**config.mk**
```make
export PLATFORM = sky130hd
export DESIGN_NAME = bin2bcd_iter
export DESIGN_NICKNAME = d
export VERILOG_FILES = /design/src/rtl/bin2bcd_iter.sv
export SDC_FILE = /design/constraint.sdc
export NUM_CORES = 1
export LEC_CHECK = 0
export ABC_AREA = 1
export CORE_MARGIN = 2
export CORE_UTILIZATION = 35
export DETAILED_ROUTE_END_ITERATION = 10
export GPL_ROUTABILITY_DRIVEN = 1
export SYNTH_ARGS = -nofsm -noshare
export SYNTH_HDL_FRONTEND = slang
export SYNTH_SLANG_ARGS = --single-unit
```
**constraint.sdc**
```tcl
create_clock -name clk -period 1.9 [get_ports clk]
set_clock_uncertainty 0.05 [all_clocks]
set_input_delay 0.19 -clock clk [delete_from_list [all_inputs] [get_ports clk]]
set_output_delay 0.19 -clock clk [all_outputs]
set_load 0.005 [all_outputs]
```
**src/rtl/bin2bcd_iter.sv**
```systemverilog
// Iterative binary-to-BCD converter (shift-add-3), one shared datapath, WIDTH cycles per word.
// Optional signed operand mode: define BIN2BCD_SIGNED_EN.
module bin2bcd_iter #(
  parameter int WIDTH  = 8,
  parameter int DIGITS = 3
) (
  input  logic                  clk,
  input  logic                  rst_n,
  input  logic                  in_valid,
  output logic                  in_ready,
  input  logic [WIDTH-1:0]      in_data,
  output logic                  out_valid,
  input  logic                  out_ready,
  output logic [4*DIGITS-1:0]   out_bcd,
  output logic                  out_neg,
  output logic                  out_ovf,
  output logic                  busy,
  output logic [1:0]            o_dbg_state
);

  localparam int BW = 4 * DIGITS;
  localparam int CW = $clog2(WIDTH + 1);

  // Handshakes: a transfer happens on a rising edge where valid and ready are both
  // high; the producer holds data stable while valid is high and ready is low.
  typedef enum logic [1:0] {
    S_IDLE  = 2'd0,
    S_SHIFT = 2'd1,
    S_DONE  = 2'd2
  } state_t;

  state_t           r_state;
  logic [WIDTH-1:0] r_shift;
  logic [BW-1:0]    r_scratch;
  logic [CW-1:0]    r_count;
  logic             r_ovf_sticky;
  logic [BW-1:0]    r_out_bcd;
  logic             r_out_ovf;
  logic             r_out_valid;

  logic [BW-1:0]    w_adj;
  logic [BW-1:0]    w_scratch_nxt;
  logic [WIDTH-1:0] w_shift_nxt;
  logic [WIDTH-1:0] w_operand;
  logic             w_carry;
  logic             w_last;

  always_comb begin
    w_adj = r_scratch;
    for (int d = 0; d < DIGITS; d++) begin
      if (r_scratch[4*d +: 4] >= 4'd5) begin
        w_adj[4*d +: 4] = r_scratch[4*d +: 4] + 4'd3;
      end
    end
  end

  // The bit leaving the top digit is lost from the scratch, so it marks overflow.
  assign w_carry       = w_adj[BW-1];
  assign w_scratch_nxt = {w_adj[BW-2:0], r_shift[WIDTH-1]};
  assign w_shift_nxt   = {r_shift[WIDTH-2:0], 1'b0};
  assign w_last        = (r_count == CW'(1));

`ifdef BIN2BCD_SIGNED_EN
  logic r_neg_pend;
  logic r_out_neg;

  // Magnitude kept at WIDTH bits unsigned so the most negative value is exact.
  assign w_operand = in_data[WIDTH-1] ? ((~in_data) + WIDTH'(1)) : in_data;
  assign out_neg   = r_out_neg;

  always_ff @(posedge clk or negedge rst_n) begin
    if (!rst_n) begin
      r_neg_pend <= 1'b0;
      r_out_neg  <= 1'b0;
    end else begin
      if (r_state == S_IDLE && in_valid) begin
        r_neg_pend <= in_data[WIDTH-1];
      end
      if (r_state == S_SHIFT && w_last) begin
        r_out_neg <= r_neg_pend;
      end
    end
  end
`else
  assign w_operand = in_data;
  assign out_neg   = 1'b0;
`endif

  always_ff @(posedge clk or negedge rst_n) begin
    if (!rst_n) begin
      r_state      <= S_IDLE;
      r_shift      <= '0;
      r_scratch    <= '0;
      r_count      <= '0;
      r_ovf_sticky <= 1'b0;
      r_out_bcd    <= '0;
      r_out_ovf    <= 1'b0;
      r_out_valid  <= 1'b0;
    end else begin
      case (r_state)
        S_IDLE: begin
          if (in_valid) begin
            r_shift      <= w_operand;
            r_scratch    <= '0;
            r_ovf_sticky <= 1'b0;
            r_count      <= CW'(WIDTH);
            r_state      <= S_SHIFT;
          end
        end
        S_SHIFT: begin
          r_scratch    <= w_scratch_nxt;
          r_shift      <= w_shift_nxt;
          r_ovf_sticky <= r_ovf_sticky | w_carry;
          r_count      <= r_count - CW'(1);
          if (w_last) begin
            r_out_bcd   <= w_scratch_nxt;
            r_out_ovf   <= r_ovf_sticky | w_carry;
            r_out_valid <= 1'b1;
            r_state     <= S_DONE;
          end
        end
        S_DONE: begin
          if (out_ready) begin
            r_out_valid <= 1'b0;
            r_state     <= S_IDLE;
          end
        end
        default: r_state <= S_IDLE;
      endcase
    end
  end

  assign in_ready    = (r_state == S_IDLE);
  assign busy        = (r_state != S_IDLE);
  assign out_valid   = r_out_valid;
  assign out_bcd     = r_out_bcd;
  assign out_ovf     = r_out_ovf;
  assign o_dbg_state = r_state;

endmodule

```
Yosys cells after proc, flatten, opt, wreduce, memory -nomap -nowiden
Index checks and enable logic that the tools add are counted.
Widths: inputs -> output; s select.
{ "totals": {"register_bits": 41, "out_inout_bits": 19} }
{ "classes": {"add_sub_neg": 4, "order_cmp": 3, "eq_ne": 6, "muxes": 18, "bitwise": 1, "n_reduce_logical": 8} }
{ "ops": {"columns": ["cell", "count"], "rows": [
  ["$pmux 12 s2", 1],
  ["$mux 4", 4],
  ["$pmux 8 s2", 1],
  ["$add 4x2->4 const B", 3],
  ["$ge 4x3->1 const B", 3],
  ["$mux 12", 1],
  ["$mux 8", 1],
  ["$pmux 4 s2", 1],
  ["$mux 2", 3],
  ["$ne 2x2->1 const B", 3],
  ["$pmux 2 s3", 1],
  ["$reduce_and 3->1", 2],
  ["$reduce_bool 2->1", 3],
  ["$eq 4x1->1 const B", 1],
  ["$pmux 1 s2", 2],
  ["$reduce_and 2->1", 2],
  ["$sub 4x1->4 const B", 1],
  ["$mux 1", 3],
  ["$eq 2x1->1 const B", 1],
  ["$eq 2x2->1 const B", 1],
  ["$logic_not 2->1", 1],
  ["$or 1x1->1", 1]
]} }

Longest topological paths before layout
Gate-level depths: netlist of the first run.
{ "depth": {"word_depth": 4, "depth_mapped": 9, "depth_no_buf": 9} }

Least setup slack after synthesis of the first run
Ideal clock, no wire load.
{ "synth_timing": {"kind": "register to register", "start": "register r_state[1] (netlist: o_dbg_state[1])", "end": "register r_out_bcd[8] (netlist: out_bcd[8])", "setup_ns": 0.118, "t_arrival_ns": 1.124, "required_ns": 1.732, "path_slack_ns": 0.609, "path_stages_with_launch": 8, "path_cell_list": "dfrtp_1 nor2_4 inv_2 nor2_4 inv_2 buf_6 nand2_1 nand2_1"} }
{ "synth_between": {"elab_chain_len": 2} }
{ "synth_lines": {"columns": ["item", "line_no", "source"], "rows": [
  ["start: declaration", "32", "state_t r_state;"],
  ["start signal: assignment", "91", "r_state <= S_IDLE;"],
  ["start signal: assignment", "107", "r_state <= S_SHIFT;"],
  ["start signal: assignment", "119", "r_state <= S_DONE;"],
  ["$eq 2x1->1", "100", "case (r_state)"],
  ["$reduce_and 2->1 (no source line)", null, null],
  ["end signal: assignment", "116", "r_out_bcd <= w_scratch_nxt;"],
  ["end: declaration", "37", "logic [BW-1:0] r_out_bcd;"]
]} }
No other way between the ends.
A chain may end at the register's enable or synchronous reset.

Final worst setup path of the first run
{ "layout_timing": {"start": "register r_state[1] (netlist: o_dbg_state[1])", "end": "output port in_ready"} }
{ "layout_between": {"elab_chain_len": 1} }
{ "layout_lines": {"columns": ["item", "line_no", "source"], "rows": [
  ["$logic_not 2->1", "133", "assign in_ready = (r_state == S_IDLE);"],
  ["end: declaration", "10", "output logic in_ready,"]
]} }
No other way between the ends.

==> summary.md, run 1 <==
| Metric | Value |
|---|---|
| Outcome | finished clean |
| CTS tree | yes |
| Top Ports | 31 |
| Clock Pin Slew Worst Setup and Hold Paths | 0.08 ns |
| Achievable frequency | 0.617 GHz |
| Htree depth | 2 |
| DR vias/cell | 4.60 |
| Routability Congestion | 0.815 |
| CTS resizes | 0 |
| Clock latency on the worst-skew pair | 0.29 ns |
| Register area share after synthesis | 50.4% |
| CP arrival | 1.38 ns |
| Reg-to-reg endpoint | r_count[3] |
| Die Y | 80.3 um |
| Worst setup path startpoint | o_dbg_state[1] |
| Nets@finish | 303 |
| Drt initial violations | 54 |
| CP startpoint kind | register |
| Lkg Pwr | 0.00127 uW |
| Peak supply drop | 0.624 mV |
| FF/Latch Area | 1030 um^2 |
| Slew Limit Fails | 0 |
| Final Cycle Share | 85.3% |
| Vias after detailed routing | 1,632 |
| Gr ovfl total | 0 |
| # rows | 27 |
| DRC violations left | 0 |
| Pwr dens | 1590 nW/um^2 |
| Post-CTS Setup Bufs | 0 |
| DPL Wire Length | 2.78 mm |
| Largest net degree at the start of global routing | 24 |
| Setup total negative slack | 0 ns |
| R2R Setup Slk | 0.45 ns |
| Die area | 6440 um^2 |
| Setup Viol. Count Final | 0 |
| Post-synthesis register bit count | 41 |
| Post-DRT Antenna Nets | 0 |
| Final min period | 1.62 ns |
| Worst Setup EP | in_ready |
| Root Buffer | clkbuf_8 |
| DR pass1 iterations | 4 |
| Syn Nets | 271 |
| Final non-filler cell total | 355 |
| WL final | 4.04 mm |
| Number of fill cells | 579 |
| Worst hold-check slack | 0.334 ns |
| CP Max Fanout | 5 |
| Synth warn | 0 |
| Mean routed wirelength per cell | 11.4 um |
| # clock sinks | 41 |
| CP Capture Type | output port |
| Initial Utilization | 36.5% |
| Final hold violations | 0 |
| Global-route wire length before repair | 7.09 mm |
| Gr usage total | 14.2% |
| Max Cap Viol | 0 |
| Cells after DPL | 347 |
| Setup CP Type | reg2out |
| RSZ-0062 raised after global routing | no |
| Share of cells above drive strength 1 | 6.71% |
| Die Wd | 80.3 um |
| Cell variety after synth | 25 |
| Initial antenna violation count | 0 |
| Worst Path Required | 1.66 ns |
| # hold bufs at CTS | 1 |
| Synth Instances | 251 |
| Layout area overhead | 22.4% |
| ANT cells | 0 |
| Clock buffer depth | 2 |
| Launch point of the worst reg-to-reg path | o_dbg_state[1] |
| Vias in the first global route | 1,566 |
| Core area | 5570 um^2 |
| Reg2reg path depth | 5 |
| Buffers added on ports | 29 |
| Total CTS buffers | 5 |
| Worst hold path type | in2async |
| Syn avg cell area | 8.11 um^2 |
| Area of the multi-input gates | 861 um^2 |
| Synth Cell Area | 2040 um^2 |
## power breakdown
group	internal [uW]	switching (uW)	total (uW)
Sequential	1250	256	1510
Combinational	820	1070	1890
Clock	288	283	571
Total	2360	1610	3970
## cells in the mapped netlist
cell,count,area [um^2]
nand2_1,101,379
dfrtp_1,41,1030
nand3_1,34,170
inv_1,22,82.6
o21ai_0,11,55.1
ha_1,8,100
inv_2,4,15.0
nor2_1,4,15.0
buf_4,3,22.5
o22ai_1,3,18.8
a22oi_1,2,15.0
buf_2,2,10.0
clkbuf_1,2,7.51
mux2i_1,2,20.0
nor2_4,2,22.5
buf_6,1,11.3
conb_1,1,3.75
nand2_2,1,6.26
nand2_4,1,11.3
nand4_1,1,6.26
nor2_2,1,6.26
o211ai_1,1,7.51
o21a_1,1,7.51
o31ai_1,1,7.51
xnor2_1,1,8.76
## state kept, by name (all words and copies together) (netlist names)
signal	cells
r_shift	8
o_dbg_state	2
r_ovf_sticky	1
out_ovf	1
r_count	4
out_bcd	12
out_valid	1
r_scratch	12
## worst min-delay path by stage
| stage | start | to | slack (ns) | depth (start not counted) |
|---|---|---|---|---|
| final | rst_n | r_scratch[1] | 0.33 | 2 |
| after detailed placement | rst_n | r_scratch[1] | 0.13 | 1 |
| after global placement | rst_n | r_scratch[1] | 0.13 | 1 |
| after floorplan | rst_n | o_dbg_state[0] | -0.16 | 0 |
| after CTS | rst_n | r_scratch[1] | 0.35 | 2 |
| after global routing | rst_n | r_scratch[1] | 0.38 | 2 |
## worst max-delay path: stages (launching register included)
cell and delay, ns:
dfrtp_1 0.44, nor2_1 0.14, clkdlybuf4s50_1 0.52
## through the flow
stage	total power (uW)	instance area [um^2]	utilization, %	worst slack, ns
floorplan	2780	2040	-	0.609
finish	3970	2490	44.7	0.279
detailed placement	3430	2390	43.0	0.479
CTS	4030	2490	44.7	0.250
global route	4390	2490	44.7	0.184
global placement	3390	2390	43.0	0.497
## cell usage in the layout, fill, tap and decap left out
| cell | count |
|---|---|
| a22oi_1 | 2 |
| nor2_4 | 2 |
| clkbuf_1 | 1 |
| nor2_1 | 4 |
| o31ai_1 | 1 |
| nand2_2 | 1 |
| inv_2 | 4 |
| clkdlybuf4s50_1 | 28 |
| nor2_2 | 1 |
| ha_1 | 8 |
| clkbuf_8 | 6 |
| mux2i_1 | 2 |
| nand2_1 | 101 |
| buf_12 | 1 |
| buf_2 | 1 |
| nand2_4 | 1 |
| o21a_1 | 1 |
| nand3_1 | 34 |
| o21ai_0 | 11 |
| o211ai_1 | 1 |
| buf_4 | 2 |
| o22ai_1 | 3 |
| conb_1 | 1 |
| xnor2_1 | 1 |
| dlygate4sd3_1 | 1 |
| dfrtp_1 | 41 |
| inv_1 | 22 |
| nand4_1 | 1 |
## cells by family (layout without fill, tap and decap cells)
logic type	Yosys count	after routing	share of synthesized area (%)
multiplexers	2	2	0.983
flip-flops	41	41	50.4
buffers and inverters	34	66	7.31
other	1	1	0.184
AND/OR/NAND/NOR	145	145	30.3
adder cells (fa/ha/maj)	8	8	4.92
XOR/XNOR	1	1	0.430
AO/OA/AOI/OAI	19	19	5.47
## routing by layer
layer | GRT usage [%] | part of all wire [%] | vias up
li1 | - | - | 858
met1 | 16.9 | 48 | 743
met2 | 24.8 | 47 | 27
met3 | 2.47 | 3.2 | 4
met4 | 6.61 | 1.2 | 0
met5 | 0 | 0 | -
## cell type report
cell class              instances  area share [%]
clock buffers                   7            3.47
well taps                      72            3.62
inverters                      26            3.92
flip-flops and latches         41            41.2
repair buffers                 33            13.3
multi-input cells             176            34.6
No activity file was read; power rests on OpenSTA's default activity.
==> inputs of run 2 (changes only) <==
ABC_CLOCK_PERIOD_IN_PS = 1900   (was unset)
GPL_ROUTABILITY_DRIVEN = 0   (was 1)
==> results of run 2 <==
Final layout, timing and power as in run 1 (identical DEF).
